<file path="config.mk">
export PLATFORM = sky130hd
export DESIGN_NAME = decoder_nto2n_seq
export DESIGN_NICKNAME = d
export VERILOG_FILES = /design/src/rtl/decoder_nto2n_seq.sv
export SDC_FILE = /design/constraint.sdc
export NUM_CORES = 1
export LEC_CHECK = 0
export CAP_MARGIN = 0
export CORE_ASPECT_RATIO = 0.5
export CORE_MARGIN = 10
export CORE_UTILIZATION = 50
export CTS_BUF_LIST = sky130_fd_sc_hd__clkbuf_4 sky130_fd_sc_hd__clkbuf_8
export DETAILED_ROUTE_END_ITERATION = 7
export PLACE_DENSITY = 0.76
export SLEW_MARGIN = 20
export SYNTH_ARGS = -nofsm -noshare
export SYNTH_HDL_FRONTEND = slang
export SYNTH_SLANG_ARGS = --single-unit
</file>
<file path="constraint.sdc">
create_clock -name clk -period 2.3 [get_ports clk]
set_input_delay 0.69 -clock clk [delete_from_list [all_inputs] [get_ports clk]]
set_output_delay 0.69 -clock clk [all_outputs]
set_load 0.05 [all_outputs]
</file>
<file path="src/rtl/decoder_nto2n_seq.sv">
// Registered N-to-2^N one-hot decoder with a valid/ready input, an output
// enable that freezes the FSM, and an auto-scan mode that walks every code
// with a programmable dwell time.
module decoder_nto2n_seq #(
   parameter int unsigned N          = 3,
   parameter int unsigned DWELL      = 2,
   parameter int unsigned ACTIVE_LOW = 0
) (
   input  logic                clk,
   input  logic                rst,
   input  logic                en,
   input  logic                mode,
   input  logic                start,
   input  logic                in_valid,
   input  logic [N-1:0]        in_data,
   output logic                in_ready,
   output logic [(2**N)-1:0]   out_code,
   output logic                out_valid,
   output logic [N-1:0]        scan_idx,
   output logic                busy,
   output logic                done
);

   localparam int unsigned W    = 2 ** N;
   localparam int unsigned CntW = (DWELL > 1) ? $clog2(DWELL) : 1;

   localparam logic [CntW-1:0] CntLast  = CntW'(DWELL - 1);
   localparam logic [N-1:0]    IdxLast  = {N{1'b1}};
   localparam logic [W-1:0]    IdleCode = (ACTIVE_LOW != 0) ? {W{1'b1}} : {W{1'b0}};

   typedef enum logic [1:0] {StIdle, StDirect, StScan, StFinish} state_e;

   state_e          state_q;
   logic [N-1:0]    data_q;
   logic [N-1:0]    scan_idx_q;
   logic [CntW-1:0] cnt_q;
   logic [W-1:0]    out_code_q;
   logic            out_valid_q;
   logic            busy_q;
   logic            done_q;
   // Set while en is low so the first enabled edge re-announces the held code.
   logic            frozen_q;

   function automatic logic [W-1:0] decode(input logic [N-1:0] sel);
      logic [W-1:0] v;
      v      = '0;
      v[sel] = 1'b1;
      return (ACTIVE_LOW != 0) ? ~v : v;
   endfunction

   // Input is accepted only in IDLE, in direct mode, with the output enabled.
   always_comb begin
      in_ready = ~rst & en & ~mode & (state_q == StIdle);
   end

   // Control FSM with registered outputs; en low holds all sequencing state.
   always_ff @(posedge clk) begin
      if (rst) begin
         state_q     <= StIdle;
         data_q      <= '0;
         scan_idx_q  <= '0;
         cnt_q       <= '0;
         out_code_q  <= IdleCode;
         out_valid_q <= 1'b0;
         busy_q      <= 1'b0;
         done_q      <= 1'b0;
         frozen_q    <= 1'b0;
      end else if (!en) begin
         out_code_q  <= IdleCode;
         out_valid_q <= 1'b0;
         done_q      <= 1'b0;
         frozen_q    <= 1'b1;
      end else begin
         frozen_q <= 1'b0;
         unique case (state_q)
            StIdle: begin
               out_valid_q <= 1'b0;
               done_q      <= 1'b0;
               if (!mode && in_valid) begin
                  data_q      <= in_data;
                  out_code_q  <= decode(in_data);
                  out_valid_q <= 1'b1;
                  state_q     <= StDirect;
               end else if (mode && start) begin
                  scan_idx_q  <= '0;
                  cnt_q       <= '0;
                  out_code_q  <= decode('0);
                  out_valid_q <= 1'b1;
                  busy_q      <= 1'b1;
                  state_q     <= StScan;
               end
            end
            StDirect: begin
               // After a freeze this edge re-asserts the captured code.
               out_code_q  <= decode(data_q);
               out_valid_q <= frozen_q;
               state_q     <= StIdle;
            end
            StScan: begin
               if (cnt_q == CntLast) begin
                  if (scan_idx_q == IdxLast) begin
                     out_code_q  <= IdleCode;
                     out_valid_q <= 1'b0;
                     busy_q      <= 1'b0;
                     done_q      <= 1'b1;
                     state_q     <= StFinish;
                  end else begin
                     scan_idx_q  <= scan_idx_q + 1'b1;
                     cnt_q       <= '0;
                     out_code_q  <= decode(scan_idx_q + 1'b1);
                     out_valid_q <= 1'b1;
                  end
               end else begin
                  cnt_q       <= cnt_q + 1'b1;
                  out_code_q  <= decode(scan_idx_q);
                  out_valid_q <= frozen_q;
               end
            end
            StFinish: begin
               done_q      <= 1'b0;
               out_valid_q <= 1'b0;
               scan_idx_q  <= '0;
               cnt_q       <= '0;
               state_q     <= StIdle;
            end
            default: state_q <= StIdle;
         endcase
      end
   end

   assign out_code  = out_code_q;
   assign out_valid = out_valid_q;
   assign scan_idx  = scan_idx_q;
   assign busy      = busy_q;
   assign done      = done_q;

endmodule

</file>
==> results of run 1 <==
## cell families after synthesis
logic type / Yosys count / synth area share
and+or+nand+nor: 64 / 0.286
AOI/OAI and AO/OA: 52 / 0.232
buffers and inverters: 21 / 0.0585
DFF: 21 / 0.298
muxes: 9 / 0.0638
adders and majority gates: 7 / 0.0620
## worst min-delay path, cell delays in order (launching register included)
cell,delay [ns]
sky130_fd_sc_hd__dfxtp_1,0.32
sky130_fd_sc_hd__nand2_1,0.06
sky130_fd_sc_hd__o22ai_1,0.07
## state kept, by name, summed over array words and instances, names as in the netlist
signal,cells
scan_idx,3
out_code,8
done,1
cnt_q,1
data_q,3
state_q,2
frozen_q,1
busy,1
out_valid,1
## repair_timing
action                                  CTS  global route
resized for setup                         5             0
endpoints found under the setup margin    1             0
setup buffers                             0             0
## Yosys cell counts (5+ instances only)
| master | number | share of area |
|---|---|---|
| sky130_fd_sc_hd__inv_1 | 7 | 0.019 |
| sky130_fd_sc_hd__o21ai_0 | 13 | 0.046 |
| sky130_fd_sc_hd__mux2i_1 | 9 | 0.064 |
| sky130_fd_sc_hd__nor2_1 | 19 | 0.050 |
| sky130_fd_sc_hd__clkbuf_1 | 11 | 0.029 |
| sky130_fd_sc_hd__dfxtp_1 | 21 | 0.30 |
| sky130_fd_sc_hd__ha_1 | 7 | 0.062 |
| sky130_fd_sc_hd__nand2_1 | 5 | 0.013 |
| sky130_fd_sc_hd__a21oi_1 | 14 | 0.050 |
| sky130_fd_sc_hd__a31oi_1 | 5 | 0.022 |
## power by group
part | switching [W] | internal [W] | total (W) | leakage [nW]
logic | 0.000238 | 0.000163 | 0.000400 | 0.486
clock network | 0.000120 | 0.000135 | 0.000255 | 0.0262
registers | 0.0000289 | 0.000391 | 0.000420 | 0.171
## worst paths after layout
path                               to  slack, ns
max                          in_ready       0.14
min          out_code[0]$_SDFFE_PP0P_       0.49
max reg2reg  out_code[4]$_SDFFE_PP0P_       0.32
min reg2reg  out_code[0]$_SDFFE_PP0P_       0.49
## per-layer routing
layer	vias to the layer above	global-route usage
met4	0	0.0318
met2	48	0.218
li1	699	-
met1	656	0.191
met5	-	0
met3	2	0.0300
## final cells by class
class / instances / share of cell area
clock buffers: 4 / 0.0274
well taps: 37 / 0.0260
inverters: 7 / 0.0147
repair buffers: 34 / 0.175
multi-input cells: 132 / 0.521
flip-flops and latches: 21 / 0.236
## stage by stage
stage | setup WS (ns) | instance area, µm²
detailed placement | -0.132 | 1720
floorplan | 0.0706 | 1420
finish | 0.136 | 1780
global placement | -0.121 | 1720
CTS | 0.130 | 1780
global route | 0.0945 | 1780
==> impl_summary.md, run 1 <==
Job
The number of max-capacitance violations reported is 0.

Place
The number of placed cells counting well taps is 231. The wire-length estimate of the detail-placed layout is 2760 µm. The congestion estimate from routability-driven global placement came to 0.841. During placement, the flow inserted port buffers numbering 23.

Timing
In the final timing run, aggregate negative setup slack is 0 ns. Setup repair after global routing left no endpoint under its margin. For the pin with the worst max-slew slack, the measured transition is 0.533 ns. The final hold violation count is 0. Setup violations remaining at the end of the flow were counted as 0. The fraction of the cycle the final worst path needs is 0.941. The final-report max-slew violation count is 0. The maximum clock frequency is 462 MHz.

The final setup skew is 0.00172 ns. In this run the tightest slew margin relative to its limit is 0.644. After layout, the minimum clock period comes to 2.16 ns.

Hold timing on the final database bottoms out at a slack of 0.491 ns.

Die
The area of the die is 5480 µm². The area of the core is 2650 µm². Measured along the y axis, the die boundary spans 57.6 µm.

The effective utilization at floorplan is 0.533. After floorplanning, the core was divided into 13 placement rows. Pin placement for this block handled 24 I/O pins. The die is 95.2 µm wide.

Cells and area
In the final layout, the share of cells above drive strength 1 is 0.121. The register area is 420 µm². The final cell count without fillers is 235.

The number of antenna diodes in the final layout is 0. Summing all multi-input logic gate instances after layout gives 928 µm². Counting the fill cells in the layout gives 225.

The end-of-flow core utilization is 0.672. The net total in the final layout is 215. Leaving out fill and tap cells, the most frequent cell in the layout is sky130_fd_sc_hd__dfxtp_1. In the layout the commonest cells are sky130_fd_sc_hd__dfxtp_1 (21), sky130_fd_sc_hd__nor2_1 (19), sky130_fd_sc_hd__clkdlybuf4s50_1 (16). The area added between synthesis and finish is 26.1%.

Drt
In this run the remaining antenna-violating nets after routing total 0. The length of routed met2 wiring is 1620 µm. The total wire length is 3750 µm. After detailed routing, the wire length on met1 is 1830 µm. The number of vias per cell after detailed routing is 5.98. The starting DRC count in detailed routing is 151. The total number of vias is 1,405.

The detailed-route wire length per cell is 16.0 µm. Before antenna repair, the detailed router went through 4 iterations. The amount of wire on met3 after detailed routing is 274 µm. The top layer used by detailed routing is met4. For this run, design rule violations remaining after detail routing come to 0.

Power
The worst ir drop on vdd is 356 µV. Dividing total power by cell area gives a power density of 603 nW/µm². Summed over all cells, the static leakage comes to 0.683 nW. Power comes to 0.00107 W.

GRT
The first global-routing pass estimated 6250 µm of wire. In the global route stage, overall resource usage came out at 0.140. The total global routing overflow is 0. The maximum number of pins on one net before global-route repair is 19.

The via count of the first global-routing pass is 1,277. The initial antenna violation count was 0.

Yosys
The number of enable flip-flop cells after synthesis is 0. Yosys printed 0 warnings. Counting flops and latches in the post-synthesis netlist gives 21. In the synthesized netlist the dominant register cell turns out to be sky130_fd_sc_hd__dfxtp_1. The synthesized netlist net count is 190. The share of the Yosys chip area taken by registers is 0.298. Of all flip-flops after synthesis, the portion carrying an async set or reset was 0. Synthesis handed over a netlist of 174 instances. Summing every instance area after synthesis gives 1410 µm².

The synthesized netlist contains 44 unique library cells. A synthesized cell averages 8.12 µm².

Min path
The path class of the lowest-slack min-delay path is flip-flop to flip-flop. The hold-critical path depth is 2. The worst hold path startpoint is out_code[0]$_SDFFE_PP0P_.

Critical path
On the critical path, the stage with the largest delay is an instance of sky130_fd_sc_hd__dlygate4sd2_1. The number of buffer and inverter stages on the critical path is 2. The worst setup path is captured at an output port. At the worst endpoint, the required time is 1.61 ns.

The worst setup path is launched from an input pin. In this design, the largest share of critical-path delay is due to buffers and inverters. Tracing the worst setup path back leads to its startpoint at rst.

The critical path start-end classification is input pin to output port. The highest fanout seen on the critical path is 2. STA puts the critical path data arrival time at 1.47 ns. The critical path depth is 4. The path depth of the worst reg2reg path is 5.

The critical register-to-register path startpoint is state_q[0]$_SDFFE_PP0P_. In this design, the stage delay of the slowest critical-path cell is 0.26 ns. Walking the worst path, the cells encountered are dlygate4sd2_1 -> nand2b_4 -> nor3b_4 -> buf_12.

CTS
For this design, the CTS-stage hold fixing added 0 buffers. The cell at the root of the clock tree is sky130_fd_sc_hd__clkbuf_8. The clock net in this run drives a total of 21 sinks. The clock-pin slew of the registers on the worst-case setup and hold paths is 0.08 ns. In this run the number of H-tree levels came out at 1. The source-to-sink clock delay at the later pin of the worst-skew pair is 0.26 ns.

The number of clock buffers added by TritonCTS is 3. The clock tree from TritonCTS is done. The clock passes through at most 2 buffers.

Run status
The run finished with clean final reports.
No activity file was read; power rests on OpenSTA's default activity.
==> run 2, diff against run 1 <==
- CORE_UTILIZATION: 50 -> 49
- PLACE_DENSITY: 0.76 -> 0.78
- clock period: 2.3 -> 1.82 ns (I/O delays scaled with it)
==> run 2 against run 1 <==
Largest power group is now combinational cells. Cell area rose by 10%. Routed wire length rose by 7.5%. Register-to-register slack got worse by 0.24 ns. Sequential share of layout area fell by 1.7 points. Critical path type unchanged. Combinational power rose by 49%. Critical path depth did not move. Clock skew barely moved. Sequential cell count did not move. Hold slack got worse by 0.014 ns. Highest routed layer unchanged.
==> impl_summary.md, run 2 (synthesis results as in run 1) <==
Critical path
Data on the critical path is required at its endpoint by 1.27 ns. The critical path start-end classification is input pin to output port. The data arrival time at the worst-slack endpoint is 1.23 ns. STA classifies the critical path startpoint as an input pin.

The register-to-register path setup slack is 0.08 ns. The highest fanout seen on the critical path is 2. The critical register-to-register path startpoint is state_q[1]$_SDFFE_PP0P_.

The path depth of the worst reg2reg path is 5. The reg-to-reg endpoint is out_code[4]$_SDFFE_PP0P_. The category of the worst setup path capture point is an output port.

Die
During I/O placement, the number of pins put on the boundary was 24. The floorplan has 13 rows. The die covers 5560 µm². The die span in x is 95.9 µm. The effective utilization at floorplan is 0.530.

The area of the core is 2670 µm². From bottom edge to top edge, the die measures 58.0 µm.

CTS
TritonCTS built the clock tree. In this run the deepest clock path goes through 2 buffers. CTS built an H-tree with a depth of 1. TritonCTS created 3 clock buffers. The source-to-sink clock delay at the later pin of the worst-skew pair is 0.26 ns. The clock net sink count is 21. After clock tree synthesis, the clock-pin slew on the worst setup and hold paths is 0.07 ns. Buffers inserted to repair hold after CTS numbered 0.

The cell at the root of the clock tree is sky130_fd_sc_hd__clkbuf_8.

Cells and area
The net total in the final layout is 230. The number of flip-flops under the largest register name is 8. Fill cells in the final layout number 194. In the layout the commonest cells are sky130_fd_sc_hd__buf_4 (36), sky130_fd_sc_hd__nor2_1 (19), sky130_fd_sc_hd__dfxtp_1 (16).

0 antenna diodes ended up in the layout. Once layout is done, the placed cells without fillers occupy 1960 µm². The library cell used most frequently in the layout, excluding fill and tap cells, is sky130_fd_sc_hd__buf_4. The area of combinational cells with multiple inputs is 968 µm². In the final layout, the share of cells above drive strength 1 is 0.310.

From synthesis to final layout, the design area changed by 38.8%. The register area is 429 µm².

GRT
The via count of the first global-routing pass is 1,387. In the global route stage, overall resource usage came out at 0.147. The first global-routing pass estimated 6590 µm of wire. Entering global routing, the biggest net connects 17 pins. The total global routing overflow is 0. The initial antenna violation count is 0.

Drt
The total wire length is 4030 µm. The length of the first detailed-routing pass in iterations is 5. The total number of vias is 1,484. The detailed router finished its first iteration with 116 violations. In the routed layout, each cell is associated on average with a via count of 5.94. After detailed routing, the number of remaining DRC violations is 0. The detailed-route wire length per cell is 16.1 µm.

The count of nets left with antenna violations once routing finished came out at 0.

Power
The total power divided by cell area is 737 nW/µm². The share of total power dissipated in combinational logic is 0.414. The total power of the final layout is 0.00145 W. The share of total power dissipated in sequential elements is 0.365. The part of the total power dissipated in the clock network is 0.221. The worst ir drop on vdd is 470 µV. The internal power summed over all cells is 0.000929 W. The switching portion of total power is 0.357. The static leakage is 0.801 nW.

The net switching component of the power is 0.000516 W.

Place
The area of placed instances is 1870 µm². The HPWL reported at the end of detailed placement is 3140 µm. The number of I/O port buffers is 23. At the end of routability-driven placement, the weighted congestion stood at 0.839.

Timing
The final-report max-slew violation count is 0. The minimum clock period after layout is 1.77 ns. For this run, the top clock speed supported by timing is 564 MHz. On the final layout, the worst clock skew is 0.00208 ns.

The tightest hold margin is 0.477 ns. The final hold violation count was 0. The transition time at the pin with the least slew margin is 0.397 ns. Setup repair after global routing left no endpoint under its margin. Dividing the final minimum period by the clock period gives 0.974. The count of final setup violators is 0.

The worst relative slew slack is 0.735.

Min path
The endpoint of the worst hold path is out_code[0]$_SDFFE_PP0P_. In this run the worst hold path is classified as flip-flop to flip-flop. The worst hold path passes through 2 cells. In this run the most critical hold path is launched from out_code[0]$_SDFFE_PP0P_.

Job
The number of max-capacitance violations reported is 0.

Run status
The flow ran to the end, and the final reports show no timing, DRC or antenna violations.
run 2: cell types whose count changed in the layout (fill, tap and decap cells not counted), moves of 4 or more:
cell | previous run | this run
sky130_fd_sc_hd__buf_4 | 14 | 36
sky130_fd_sc_hd__clkdlybuf4s50_1 | 16 | 3
sky130_fd_sc_hd__dfxtp_1 | 21 | 16
sky130_fd_sc_hd__buf_12 | 1 | 5
sky130_fd_sc_hd__dfxtp_2 | 0 | 4
run 2: worst max-delay path by stage:
stage | startpoint | end | slack, ns | cells past startpoint
2_1_floorplan | scan_idx[1]$_SDFFE_PP0P_ | state_q[1]$_SDFFE_PP0P_ | 0.005 | 7
3_3_place_gp | mode | out_code[4]$_SDFFE_PP0P_ | -0.32 | 4
3_5_place_dp | mode | out_code[4]$_SDFFE_PP0P_ | -0.35 | 4
4_1_cts | rst | in_ready | 0.009 | 4
5_1_grt | state_q[1]$_SDFFE_PP0P_ | out_code[4]$_SDFFE_PP0P_ | 0.00009 | 5
6_report | en | in_ready | 0.05 | 4
run 2: power groups by stage:
stage	clock network (W)	registers (W)	logic, W
finish	0.000320	0.000528	0.000598
global route	0.000349	0.000532	0.000644
CTS	0.000326	0.000525	0.000573
detailed placement	0	0.000534	0.000571
global placement	0	0.000531	0.000554
floorplan	0	0.000592	0.000304
run 2: final cells by class:
class | instances | area share
Clock buffer | 4 | 0.0249
Inverter | 7 | 0.0134
Multi-Input combinational cell | 132 | 0.494
Sequential cell | 21 | 0.219
Tap cell | 37 | 0.0236
Timing Repair Buffer | 49 | 0.225
run 2: what timing repair did:
action / CTS / global route
setup buffers: 0 / 3
setup endpoints to repair: 13 / 10
pin swaps: 4 / 4
gates resized for setup: 13 / 9
cloned: 0 / 0
run 2: stage by stage:
step / util / setup TNS (ns) / cells / setup WS (ns)
after floorplan: - / 0 / 174 / 0.00473
after global placement: 0.699 / -4.44 / 243 / -0.320
after detailed placement: 0.699 / -5.21 / 243 / -0.354
after CTS: 0.719 / 0 / 247 / 0.00861
after global routing: 0.735 / 0 / 250 / 0.0000904
final: 0.735 / 0 / 250 / 0.0466
run 2: routing by layer:
| metal | track usage | part of all wire | vias to the layer above |
|---|---|---|---|
| li1 | - | - | 729 |
| met1 | 0.191 | 0.47 | 701 |
| met2 | 0.231 | 0.45 | 52 |
| met3 | 0.0462 | 0.078 | 2 |
| met4 | 0.0355 | 0.0037 | 0 |
| met5 | 0 | 0 | - |
run 2: worst max-delay path: stages:
cell and delay [ns]:
sky130_fd_sc_hd__clkdlybuf4s15_1 0.22, sky130_fd_sc_hd__nand2b_4 0.08, sky130_fd_sc_hd__nor3b_4 0.22, sky130_fd_sc_hd__buf_12 0.16
==> run 3, diff against run 2 <==
- CORE_UTILIZATION: 49 -> 50
- GPL_TIMING_DRIVEN: not set -> 0
- PLACE_DENSITY: 0.78 -> 0.76
- clock period: 1.82 -> 2.25 ns (I/O delays scaled with it)
==> run 3 against run 2 <==
Highest routed layer unchanged. Die area shrank 1.4%. Critical path type unchanged. Largest cell class unchanged. Final cell count shrank 5.2%. Power shrank 24%. Sequential cell count is the same. Routed wire length shrank 3.5%. Via count shrank 5.5%.
==> impl_summary.md, run 3 (synthesis results as in run 1) <==
Timing
The final-report max-slew violation count was 0. Setup repair after global routing left no endpoint under its margin. The worst relative slew slack is 0.608. Between clock sinks in the finished design, the worst skew comes to 0.00689 ns.

The worst path meets setup with 0.0323 ns of slack. The count of final setup violators is 0. Summed over all failing endpoints, the final setup total negative slack is 0 ns. The transition time at the pin with the least slew margin is 0.586 ns. Dividing the final minimum period by the clock period gives 0.986.

For this run, the top clock speed supported by timing is 451 MHz. The final hold violation count is 0. The minimum clock period after layout is 2.22 ns.

Critical path
The type of origin of the critical path is an input pin. Walking the worst path, the cells encountered are dlygate4sd2_1 -> nand2b_4 -> nor3b_4 -> buf_6. For this run, the slowest stage of the critical path takes 0.29 ns. In this run the worst path has a maximum fanout of 4. The critical path is of the input pin to output port type. The path depth of the worst reg2reg path is 7. The category of the worst setup path capture point is an output port. The number of buffer and inverter stages on the critical path is 2. The critical path depth is 4. STA puts the critical path data required time at 1.57 ns.

The data arrival time at the worst-slack endpoint is 1.54 ns. The highest-delay cell along the critical path is sky130_fd_sc_hd__dlygate4sd2_1. The kind of cell adding the most delay to the critical path is buffers and inverters.

Cells and area
The filler cells instantiated in the layout total 224. After routing the design area is 1750 µm². In the final layout, the multi-input gates occupy 940 µm². The net count of the finished layout is 217.

The repair_antennas step left the layout with diodes totalling 0. The library cells used most frequently in the layout, excluding fill and tap cells, are sky130_fd_sc_hd__dfxtp_1 (21), sky130_fd_sc_hd__nor2_1 (19), sky130_fd_sc_hd__clkdlybuf4s50_1 (17). The fraction of final layout cells sized beyond drive strength 1 is 0.0800. The register area is 420 µm². The number of flip-flops under the largest register name is 8. The library cell used most frequently in the layout, excluding fill and tap cells, is sky130_fd_sc_hd__dfxtp_1.

From synthesis to final layout, the design area changed by 24.2%.

Power
The total power of the final layout is 0.00110 W. In this run the power density over the cells is 626 nW/µm². Summed over all cells, the static leakage comes to 0.648 nW.

VDD sags by at most 382 µV.

GRT
The layer carrying the most global-route usage is met2. The via count of the first global-routing pass came to 1,262. The fraction of met1 tracks used by global routing is 0.188. The initial antenna violation count is 0.

In the global route stage, met3 resource usage came out at 0.0482. The total global routing overflow is 0. The met2 routing resource usage after global routing is 0.215. Entering global routing, the biggest net connects 12 pins. The aggregate global-route resource usage is 0.142.

The first-pass GRT wire length is 6300 µm.

Place
Prior to clock tree synthesis, the placed netlist has a worst setup slack of -0.861 ns. At the end of routability-driven placement, the weighted congestion stood at 0.873. The area of placed instances is 1680 µm². The HPWL after detailed placement is 2920 µm.

The number of I/O port buffers is 22.

CTS
The clock tree from TritonCTS is done. The clock-pin slew of the registers on the worst-case setup and hold paths is 0.07 ns. The count of hold buffers inserted by post-cts repair is 0. For the worst-skew pair, the clock arrives at the later sink with an insertion delay of 0.26 ns.

Clock tree synthesis inserted a total of 3 buffers. Counting every sink on the clock net gives 21. The cell at the root of the clock tree is sky130_fd_sc_hd__clkbuf_8. In this run the deepest clock path goes through 2 buffers. The number of post-CTS setup repair buffers is 0. CTS built an H-tree with a depth of 1.

Drt
The remaining antenna violation count is 0. Before antenna repair, the detailed router went through 4 iterations. For this block, the initial DRC count from the detailed router was 115. For this block, the via count after detailed routing is 1,403. The routed design has 3890 µm of wire. The detailed-route wire length per cell is 16.4 µm. Using the TritonRoute via totals, the vias-per-cell ratio works out to 5.92.

In the routed design, unresolved DRC markers number 0.

Die
The effective utilization at floorplan is 0.533. The floorplan step defined a die boundary enclosing 5480 µm². The area of the core is 2650 µm².

24 I/O pins were placed. The floorplan has 13 rows. In this run the horizontal extent of the chip is 95.2 µm. The die outline height is 57.6 µm.

Run status
The flow ran to the end, and the final reports show no timing, DRC or antenna violations.

Min path
The worst hold path belongs to the class flip-flop to flip-flop. The hold-critical path depth is 2.

Job
Across the run, the number of max-cap violations was 0.
run 3: stage by stage:
step | cells | utilization | hold slack, ns
6_report | 237 | 0.662 | 0.477
5_1_grt | 237 | 0.662 | 0.489
4_1_cts | 237 | 0.657 | 0.476
3_5_place_dp | 233 | 0.635 | 0.461
3_3_place_gp | 233 | 0.635 | 0.460
2_1_floorplan | 174 | - | 0.451
run 3: power by group:
part | switching, W | internal (W) | total [W]
registers | 0.0000158 | 0.000399 | 0.000415
clock network | 0.000126 | 0.000138 | 0.000264
logic | 0.000264 | 0.000155 | 0.000419
total | 0.000406 | 0.000692 | 0.00110
run 3: path summary, 6_finish.rpt:
check,start,end,slack (ns)
worst max-delay path,rst,in_ready,0.03
worst min-delay path,out_code[0]$_SDFFE_PP0P_,out_code[0]$_SDFFE_PP0P_,0.48
worst max register to register,scan_idx[0]$_SDFFE_PP0P_,out_code[4]$_SDFFE_PP0P_,0.23
worst min register to register,out_code[0]$_SDFFE_PP0P_,out_code[0]$_SDFFE_PP0P_,0.48
run 3: timing repair:
action                     in CTS  in global routing
pin swaps                       1                  0
setup endpoints to repair       4                  4
gates resized for setup        13                  3
cloned                          0                  0
run 3: worst reg2reg max path: cells and delay by family, from the launching register on:
kind | cells | cell delay [ns]
and+or+nand+nor | 2 | 0.33
DFF | 1 | 0.47
adders and majority gates | 2 | 0.33
AOI/OAI and AO/OA | 2 | 0.50
buffers and inverters | 1 | 0.28
run 3: per-layer routing:
metal | up-vias | part of all wire | wire length (µm)
met1 | 638 | 0.47 | 1820
met4 | 0 | 0.018 | 71
li1 | 698 | - | -
met2 | 57 | 0.43 | 1670
met3 | 10 | 0.085 | 330
met5 | - | 0 | 0
run 3: area by class of cell:
type	count	area share
multi-input cells	132	0.536
flip-flops and latches	21	0.240
repair buffers	22	0.123
plain buffers	14	0.0321
clock buffers	4	0.0278
well taps	37	0.0264
inverters	7	0.0150
